**src/rtl/seg_595_rx.sv**
```systemverilog
// Receiver that snoops a 74HC595 serial link and rebuilds a six-digit seven-segment display.
// Latency: digit update and frame_vld/err land on the 4th sys_clk rise after stcp is first sampled high.
module seg_595_rx (
  input  logic        sys_clk,
  input  logic        sys_rst,
  input  logic        shcp,
  input  logic        stcp,
  input  logic        ds,
  input  logic        oe,
  output logic [29:0] digits,
  output logic [5:0]  point,
  output logic        frame_vld,
  output logic        scan_done,
  output logic        err,
  output logic [7:0]  err_cnt
);

  logic [2:0]  shcp_q, stcp_q;
  logic [1:0]  ds_q, oe_q;
  logic [1:0]  warm;
  logic        shcp_rise, stcp_rise;
  logic [13:0] sr, frame_q;
  logic [3:0]  bit_cnt;
  logic        pend, len_ok, oe_lat;
  logic [5:0]  mask, sel_n, mask_nxt;
  logic [7:0]  seg;
  logic [4:0]  code;
  logic        one_sel, accept, reject;

  // Edges stay masked until the third stage holds a genuine post-reset sample,
  // so a line that is already high at release is not mistaken for a rise.
  assign shcp_rise = (warm == 2'd3) && shcp_q[1] && !shcp_q[2];
  assign stcp_rise = (warm == 2'd3) && stcp_q[1] && !stcp_q[2];

  always_ff @(posedge sys_clk) begin
    if (sys_rst) begin
      shcp_q <= '0;
      stcp_q <= '0;
      ds_q   <= '0;
      oe_q   <= '0;
      warm   <= '0;
    end else begin
      shcp_q <= {shcp_q[1:0], shcp};
      stcp_q <= {stcp_q[1:0], stcp};
      ds_q   <= {ds_q[0], ds};
      oe_q   <= {oe_q[0], oe};
      if (warm != 2'd3) warm <= warm + 2'd1;
    end
  end

  always_ff @(posedge sys_clk) begin
    if (sys_rst) begin
      sr      <= '0;
      bit_cnt <= '0;
      frame_q <= '0;
      pend    <= 1'b0;
      len_ok  <= 1'b0;
      oe_lat  <= 1'b0;
    end else begin
      pend <= stcp_rise;
      if (stcp_rise) begin
        frame_q <= sr;
        len_ok  <= (bit_cnt == 4'd14);
        oe_lat  <= oe_q[1];
      end
      if (shcp_rise) sr <= {sr[12:0], ds_q[1]};
      // A simultaneous shift belongs to the next frame, so it is already bit 1.
      if (stcp_rise)
        bit_cnt <= shcp_rise ? 4'd1 : 4'd0;
      else if (shcp_rise && bit_cnt != 4'd15)
        bit_cnt <= bit_cnt + 4'd1;
    end
  end

  assign seg      = frame_q[13:6];
  assign sel_n    = ~frame_q[5:0];
  assign one_sel  = (sel_n != 6'd0) && ((sel_n & (sel_n - 6'd1)) == 6'd0);
  assign accept   = pend && len_ok && !oe_lat && one_sel;
  assign reject   = pend && !accept;
  assign mask_nxt = mask | sel_n;

  always_comb begin
    code = 5'd31;
    case (seg[6:0])
      7'h40: code = 5'd0;
      7'h79: code = 5'd1;
      7'h24: code = 5'd2;
      7'h30: code = 5'd3;
      7'h19: code = 5'd4;
      7'h12: code = 5'd5;
      7'h02: code = 5'd6;
      7'h78: code = 5'd7;
      7'h00: code = 5'd8;
      7'h10: code = 5'd9;
      7'h08: code = 5'd10;
      7'h03: code = 5'd11;
      7'h46: code = 5'd12;
      7'h21: code = 5'd13;
      7'h06: code = 5'd14;
      7'h0E: code = 5'd15;
      7'h7F: code = 5'd16;
      7'h3F: code = 5'd17;
      default: code = 5'd31;
    endcase
  end

  always_ff @(posedge sys_clk) begin
    if (sys_rst) begin
      digits    <= {6{5'd16}};
      point     <= '0;
      mask      <= '0;
      frame_vld <= 1'b0;
      scan_done <= 1'b0;
      err       <= 1'b0;
      err_cnt   <= '0;
    end else begin
      frame_vld <= accept;
      err       <= reject;
      scan_done <= accept && (mask_nxt == 6'h3F);
      if (reject && err_cnt != 8'hFF) err_cnt <= err_cnt + 8'd1;
      if (accept) begin
        for (int k = 0; k < 6; k++) begin
          if (sel_n[k]) begin
            digits[5*k +: 5] <= code;
            point[k]         <= ~seg[7];
          end
        end
        mask <= (mask_nxt == 6'h3F) ? 6'd0 : mask_nxt;
      end
    end
  end

endmodule
```
**config.mk**
```make
export PLATFORM = sky130hd
export DESIGN_NAME = seg_595_rx
export DESIGN_NICKNAME = d
export VERILOG_FILES = /design/src/rtl/seg_595_rx.sv
export SDC_FILE = /design/constraint.sdc
export NUM_CORES = 1
export LEC_CHECK = 0
export BUFFER_PORTS_ARGS = -buffer_cell sky130_fd_sc_hd__buf_2
export CAP_MARGIN = 20
export CORE_ASPECT_RATIO = 1.1
export CORE_UTILIZATION = 45
export DETAILED_ROUTE_END_ITERATION = 10
export PLACE_DENSITY = 0.7
export SETUP_SLACK_MARGIN = 0.1
export SLEW_MARGIN = 5
export SYNTH_ARGS = -nofsm -noshare
export SYNTH_HDL_FRONTEND = slang
export SYNTH_SLANG_ARGS = --single-unit
```
**constraint.sdc**
```tcl
create_clock -name sys_clk -period 3.8 [get_ports sys_clk]
set_input_delay 1.14 -clock sys_clk [delete_from_list [all_inputs] [get_ports sys_clk]]
set_output_delay 1.14 -clock sys_clk [all_outputs]
set_load 0.01 [all_outputs]
```
==> results of run 1 <==
[routing by layer]
metal	global-route usage [%]	vias to the layer above	part of all wire (%)
met5	0	-	0
met4	5.05	0	0.93
met3	4.37	10	4.3
met2	29.1	63	49
met1	20.2	1406	46
li1	-	1637	-
[worst max-delay path by stage]
stage / startpoint / endpoint / slack [ps] / cells past startpoint
final: frame_q[0] / digits[27] / 1550 / 6
after global routing: frame_q[2] / digits[27] / 1350 / 6
after CTS: frame_q[2] / digits[27] / 1540 / 6
after detailed placement: sys_rst / digits[29] / 1240 / 4
after global placement: sys_rst / digits[24] / 1250 / 4
after floorplan: sys_rst / digits[13] / 1740 / 4
[cells by family (layout without fill, tap and decap cells)]
kind of cell | count (synthesis) | after routing | synth area share, %
and+or+nand+nor | 190 | 190 | 22.2
DFF | 100 | 100 | 50.2
muxes | 8 | 8 | 2.01
xor gates and xnor gates | 11 | 11 | 2.42
buffers and inverters | 40 | 80 | 5.21
AOI/OAI and AO/OA | 103 | 103 | 16.6
adders and majority gates | 4 | 4 | 1.26
[cell usage after synthesis, drive strengths merged]
library cell and number:
mux2i 8, nand4 5, nand4b 1, a21oi 45, a2111oi 1, or3 2, a221oi 1, nor4 3
nand2 75, or2 2, o22ai 6, a31oi 3, nor2 61, xor2 10, xnor2 1, o211ai 1
and3 1, buf 16, nand2b 2, nand3b 1, nor3b 5, o311ai 1, a22o 1, clkbuf 15
nand4bb 1, and3b 1, a21bo 1, a32oi 2, nor4b 1, nand3 7, inv 9, a211oi 26
dfxtp 100, a21boi 1, nor2b 11, and4b 1, ha 4, o21a 7, o21ai 6, a22oi 1
nor3 10
[per-stage QoR]
stage | hold slack [ps] | setup slack [ps] | cells
after floorplan | 414 | 1740 | 456
after global placement | 417 | 1250 | 591
after detailed placement | 425 | 1240 | 591
after CTS | 442 | 1540 | 607
after global routing | 464 | 1350 | 607
final | 441 | 1550 | 607
[worst max-delay path, cell delays in order, from the launching register on]
cell	delay (ps)
dfxtp_1	440
o22ai_1	170
nor4_4	400
nand2_1	130
nor2_1	670
mux2i_1	260
nor2_1	50
[flip-flops by register name, indices dropped and copies added (netlist names), 2 cells and up]
| signal | cells |
|---|---|
| digits | 30 |
| ds_q | 2 |
| frame_q | 14 |
| stcp_q | 3 |
| oe_q | 2 |
| sr | 14 |
| mask | 6 |
| warm | 2 |
| point | 6 |
| shcp_q | 3 |
| err_cnt | 8 |
| bit_cnt | 4 |
[cell type report]
cell class	count	area (sq um)	share of cell area, %
inverters	9	33.8	0.761
clock buffers	9	124	2.79
well taps	111	139	3.13
multi-input cells	316	1780	40.0
flip-flops and latches	100	2000	45.1
clock inverters	7	82.6	1.86
repair buffers	55	283	6.37
[power groups by stage]
stage	logic, W	clock network [W]	registers (W)
2_1_floorplan	0.0000343	0	0.00109
6_report	0.0000426	0.000688	0.00106
5_1_grt	0.0000496	0.000751	0.00106
3_5_place_dp	0.0000430	0	0.00109
4_1_cts	0.0000431	0.000711	0.00106
3_3_place_gp	0.0000421	0	0.00109
==> impl_results.md, run 1 <==
* Highest-count cells in the layout ignoring fill and taps: dfxtp_1 (100), nand2_1 (75), nor2_1 (57)
* Power per cell area at 404 mW/mm^2
* FF+latch count, synth at 100
* Switching Share at 22.6%
* Syn Area/Cell at around 8.7 sq um
* Leading cell type in the layout, fill and taps excluded: dfxtp_1
* Hold_sp: ds_q[1]
* WL/cell at 12.2 um
* Netlist cell types at 50
* Initial Util at 46.9%
* Final WL at ~7400 um
* Core Util, Final at about 52%
* Worst Path Max Fanout at 12
* Yosys top cell area share at 50.2%
* Total GRT Usage at 16.7%
* Cts hold-fix bufs at 0
* Final setup violation count at 0
* Final min period at between 2000 and 2500 ps
* First-pass GRT wire length at 12500 um
* Gate Count Post-Synth at 456
* RSZ-0062 raised after global routing: false
* Ant. Diodes at 0
* CTS tree: done
* Gate power share at 2.4%
* Internal power at 0.00139 W
* # fillers at slightly above 800
* Tightest Pin Transition at ~1000 ps
* Die height at between 100 and 150 um
* DR vias at 3116
* GP Congestion at 0.828
* Reg-to-reg startpoint: frame_q[0]
* Final setup TNS at 0 ps
* Endpoint class of the critical path: flop
* Grt ovf at 0
* Status: finished, final reports clean
* PortBufs at 52
* Slew headroom at 30.9%
* Num ports at 53
* Cell Area, Placed at ~0.0042 sq mm
* Fin Clk Skew at between 9 and 10 ps
* 1st-pass router iterations at 5
* Die Span X at 91.7 um
* DR iter-0 viols at between 200 and 250
* Clk pwr share at between 30% and 40%
* Post-synthesis sequential area ratio at 50.2%
* Antenna Nets Post-Route at 0
* Reg2reg setup slack at roughly 1600 ps
* Register clock-pin slew on the reported worst setup and hold paths at 90 ps
* Post-synthesis cell area at approximately 0.004 sq mm
* Post-route DRC at 0
* Final HPWL DP at 5090 um
* Worst-skew pair later-pin latency at 360 ps
* Worst VDD drop at 0.000283 V
* Fmax at about 450 MHz
* Switching power at 0.000405 W
* Hold Crit Endpoint: sr[0]
* Syn nets at 466
* Final std cell area, no fill at 0.00444 sq mm
* Startpoint Class: flop
* # rows at 35
* Total leakage power at 1.65 nW
* Max-capacitance violation count at 0
* Design Power at 0.00179 W
* Largest net degree at the start of global routing at 47
* H-tree depth at 3
* Max Slew Vio Count at 0
* Yosys warns at 0
* Register-to-Register Path Depth at 6
* Via/cell ratio at 5.13
* Hold Vio Cnt, Final at 0
* Area Overhead vs Synth at 11.4%
* Flop pwr share at between 50 and 60%
* Sink Count at 100
* Largest area contributor in the netlist: dfxtp_1
* # resized after CTS at 0
* Final nets at 501
* Initial antenna violation count at 0
* Area of the die at between 0.009 and 0.01 sq mm
* Largest cells by area after synthesis: dfxtp_1 (50%), nand2_1 (7.1%), a21oi_1 (5.7%)
* WP data required at 4030 ps
* Final period util at 59.1%
* Vias in the first global route at 2754
* Total CTS buffers at 9
* Post-CTS setup buffers at 0
* Area of the core region at 0.00850 sq mm
* Crit path DAT at 2470 ps
* Share of cells above drive strength 1 at around 17%
* CTS max path bufs at 2
* Hold Crit Depth at 2
* Hold crit path type: reg -> reg
* Kind of critical path: reg -> reg
* Clock Root Buffer: clkbuf_8
* R2R Path End: digits[27]
Power figures use the tool's default switching activity.
==> inputs of run 2 (changes only) <==
==> constraint.sdc (replaced) <==
create_clock -name sys_clk -period 2.2 [get_ports sys_clk]
set_input_delay 0.66 -clock sys_clk [delete_from_list [all_inputs] [get_ports sys_clk]]
set_output_delay 0.66 -clock sys_clk [all_outputs]
set_load 0.01 [all_outputs]
==> impl_results.md, run 2 (synthesis results as in run 1) <==
* Vias in the first global route at 3001
* 1st-pass router iterations at 6
* Endpoint class of the critical path: flop
* Reg2reg setup slack at 190 ps
* Fin Clk Skew at 11.3 ps
* Register clock-pin slew on the reported worst setup and hold paths at about 100 ps
* Power per cell area at 702 mW/mm^2
* GP Congestion at 0.890
* Hold Crit Depth at 2
* Hold Crit Endpoint: oe_lat
* Worst-skew pair later-pin latency at 370 ps
* H-tree depth at 3
* RSZ-0062 raised after global routing: true
* Total leakage power at 1.74 nW
* Max-capacitance violation count at 0
* First-pass GRT wire length at ~14000 um
* Register-to-Register Path Depth at 6
* Hold_sp: oe_q[1]
* Largest net degree at the start of global routing at 53
* Max Slew Vio Count at 0
* CTS max path bufs at 2
* DR iter-0 viols at 105
* # fillers at 801
* R2R Path End: digits[15]
* Sink Count at 100
* Reg-to-reg startpoint: frame_q[11]
* Die Span X at a little over 90 um
* Grt ovf at 0
* CTS tree: done
* Multi-input logic area at 0.00180 sq mm
* Ant. Diodes at 0
* Share of cells above drive strength 1 at between 15 and 20%
* Final nets at 515
* DR vias at 3209
* Status: finished, final reports clean
* Post-route DRC at 0
* Via/cell ratio at 5.17
* Cts hold-fix bufs at 0
* Core Util, Final at 54.2%
* Initial antenna violation count at 0
* Final setup TNS at 0 ps
* Area of the die at 0.00924 sq mm
* Highest-count cells in the layout ignoring fill and taps: dfxtp_1 (99), nand2_1 (75), nor2_1 (57)
* Cell Area, Placed at 0.00435 sq mm
* Slew headroom at 73.6%
* Hold Vio Cnt, Final at 0
* Antenna Nets Post-Route at 0
* Crit path DAT at 2250 ps
* WL/cell at 12.9 um
* Number of flip-flops in the largest register at 30
* Total GRT Usage at 18.3%
* Hold crit path type: reg -> reg
* Largest Register: digits
* Final WL at 8030 um
* Startpoint Class: flop
* WP data required at 2440 ps
* PortBufs at 52
* Fmax at between 400 and 500 MHz
* Initial Util at 46.9%
* Final setup violation count at 0
* # rows at 35
* Clock Root Buffer: clkbuf_8
* Leading cell type in the layout, fill and taps excluded: dfxtp_1
* Final min period at 2010 ps
* Total CTS buffers at 9
* Num ports at 53
* Regs by FF count: digits x30, frame_q x14, sr x14
* Register area at 0.00200 sq mm
* Worst Path Max Fanout at 8
* Final period util at 91.5%
* Tightest Pin Transition at slightly below 400 ps
* Final std cell area, no fill at 0.00460 sq mm
* Worst VDD drop at 0.000378 V
* Die height at 101 um
* Kind of critical path: reg -> reg
* Area of the core region at ~0.0085 sq mm
* Final HPWL DP at about 5600 um
* Area Overhead vs Synth at 15.5%
==> run 2: final cells by class <==
class                      instances  share of cell area (%)
sequential                       100                    43.5
tap                              111                    3.02
inverter                           9                   0.734
clock inverter                     7                    2.26
clock buffer                       9                    2.69
multi-input combinational        316                    39.1
timing repair buffer              69                    8.70
==> run 2: routing by layer <==
metal / vias up / wire length (um) / track usage [%]
met1: 1474 / 3600 / 22.3
met4: 0 / 80 / 5.65
met2: 70 / 3980 / 32.3
li1: 1657 / - / -
met5: - / 0 / 0
met3: 8 / 368 / 4.22
==> run 2: worst max-delay path, cell delays in order (launching register included) <==
cell and delay [ps]:
dfxtp_1 500, nor3b_1 350, nand3_1 160, a21oi_2 260, nor3_2 110, a211oi_4 370
a211oi_1 130
==> run 2: worst max-delay path by stage <==
stage | start | to | slack, ps | cells past startpoint
detailed placement | frame_q[12] | digits[18] | 150 | 6
global placement | frame_q[12] | digits[23] | 270 | 6
CTS | frame_q[12] | digits[18] | 130 | 6
global route | frame_q[11] | digits[25] | 20 | 6
finish | frame_q[11] | digits[15] | 190 | 6
floorplan | frame_q[11] | digits[13] | 420 | 7
==> run 2: through the flow <==
| stage | total power [W] | std cells | hold slack (ps) | setup WS, ps |
|---|---|---|---|---|
| 6_report | 0.00323 | 621 | 446 | 187 |
| 5_1_grt | 0.00335 | 621 | 466 | 17.8 |
| 4_1_cts | 0.00327 | 621 | 451 | 133 |
| 3_5_place_dp | 0.00196 | 605 | 428 | 147 |
| 3_3_place_gp | 0.00195 | 605 | 418 | 266 |
| 2_1_floorplan | 0.00193 | 456 | 414 | 421 |
==> run 2: what timing repair did <==
item                                    in CTS  in global routing
resized for setup                            0                  5
hold endpoints to repair                     0                  0
endpoints found under the setup margin       0                 21
buffers inserted                             0                  0
==> run 2: where the power goes <==
group          internal (W)  switching [W]  total [W]
logic             0.0000294      0.0000512  0.0000807
registers           0.00183     0.00000747    0.00183
clock network      0.000659       0.000660    0.00132
total               0.00251       0.000718    0.00323
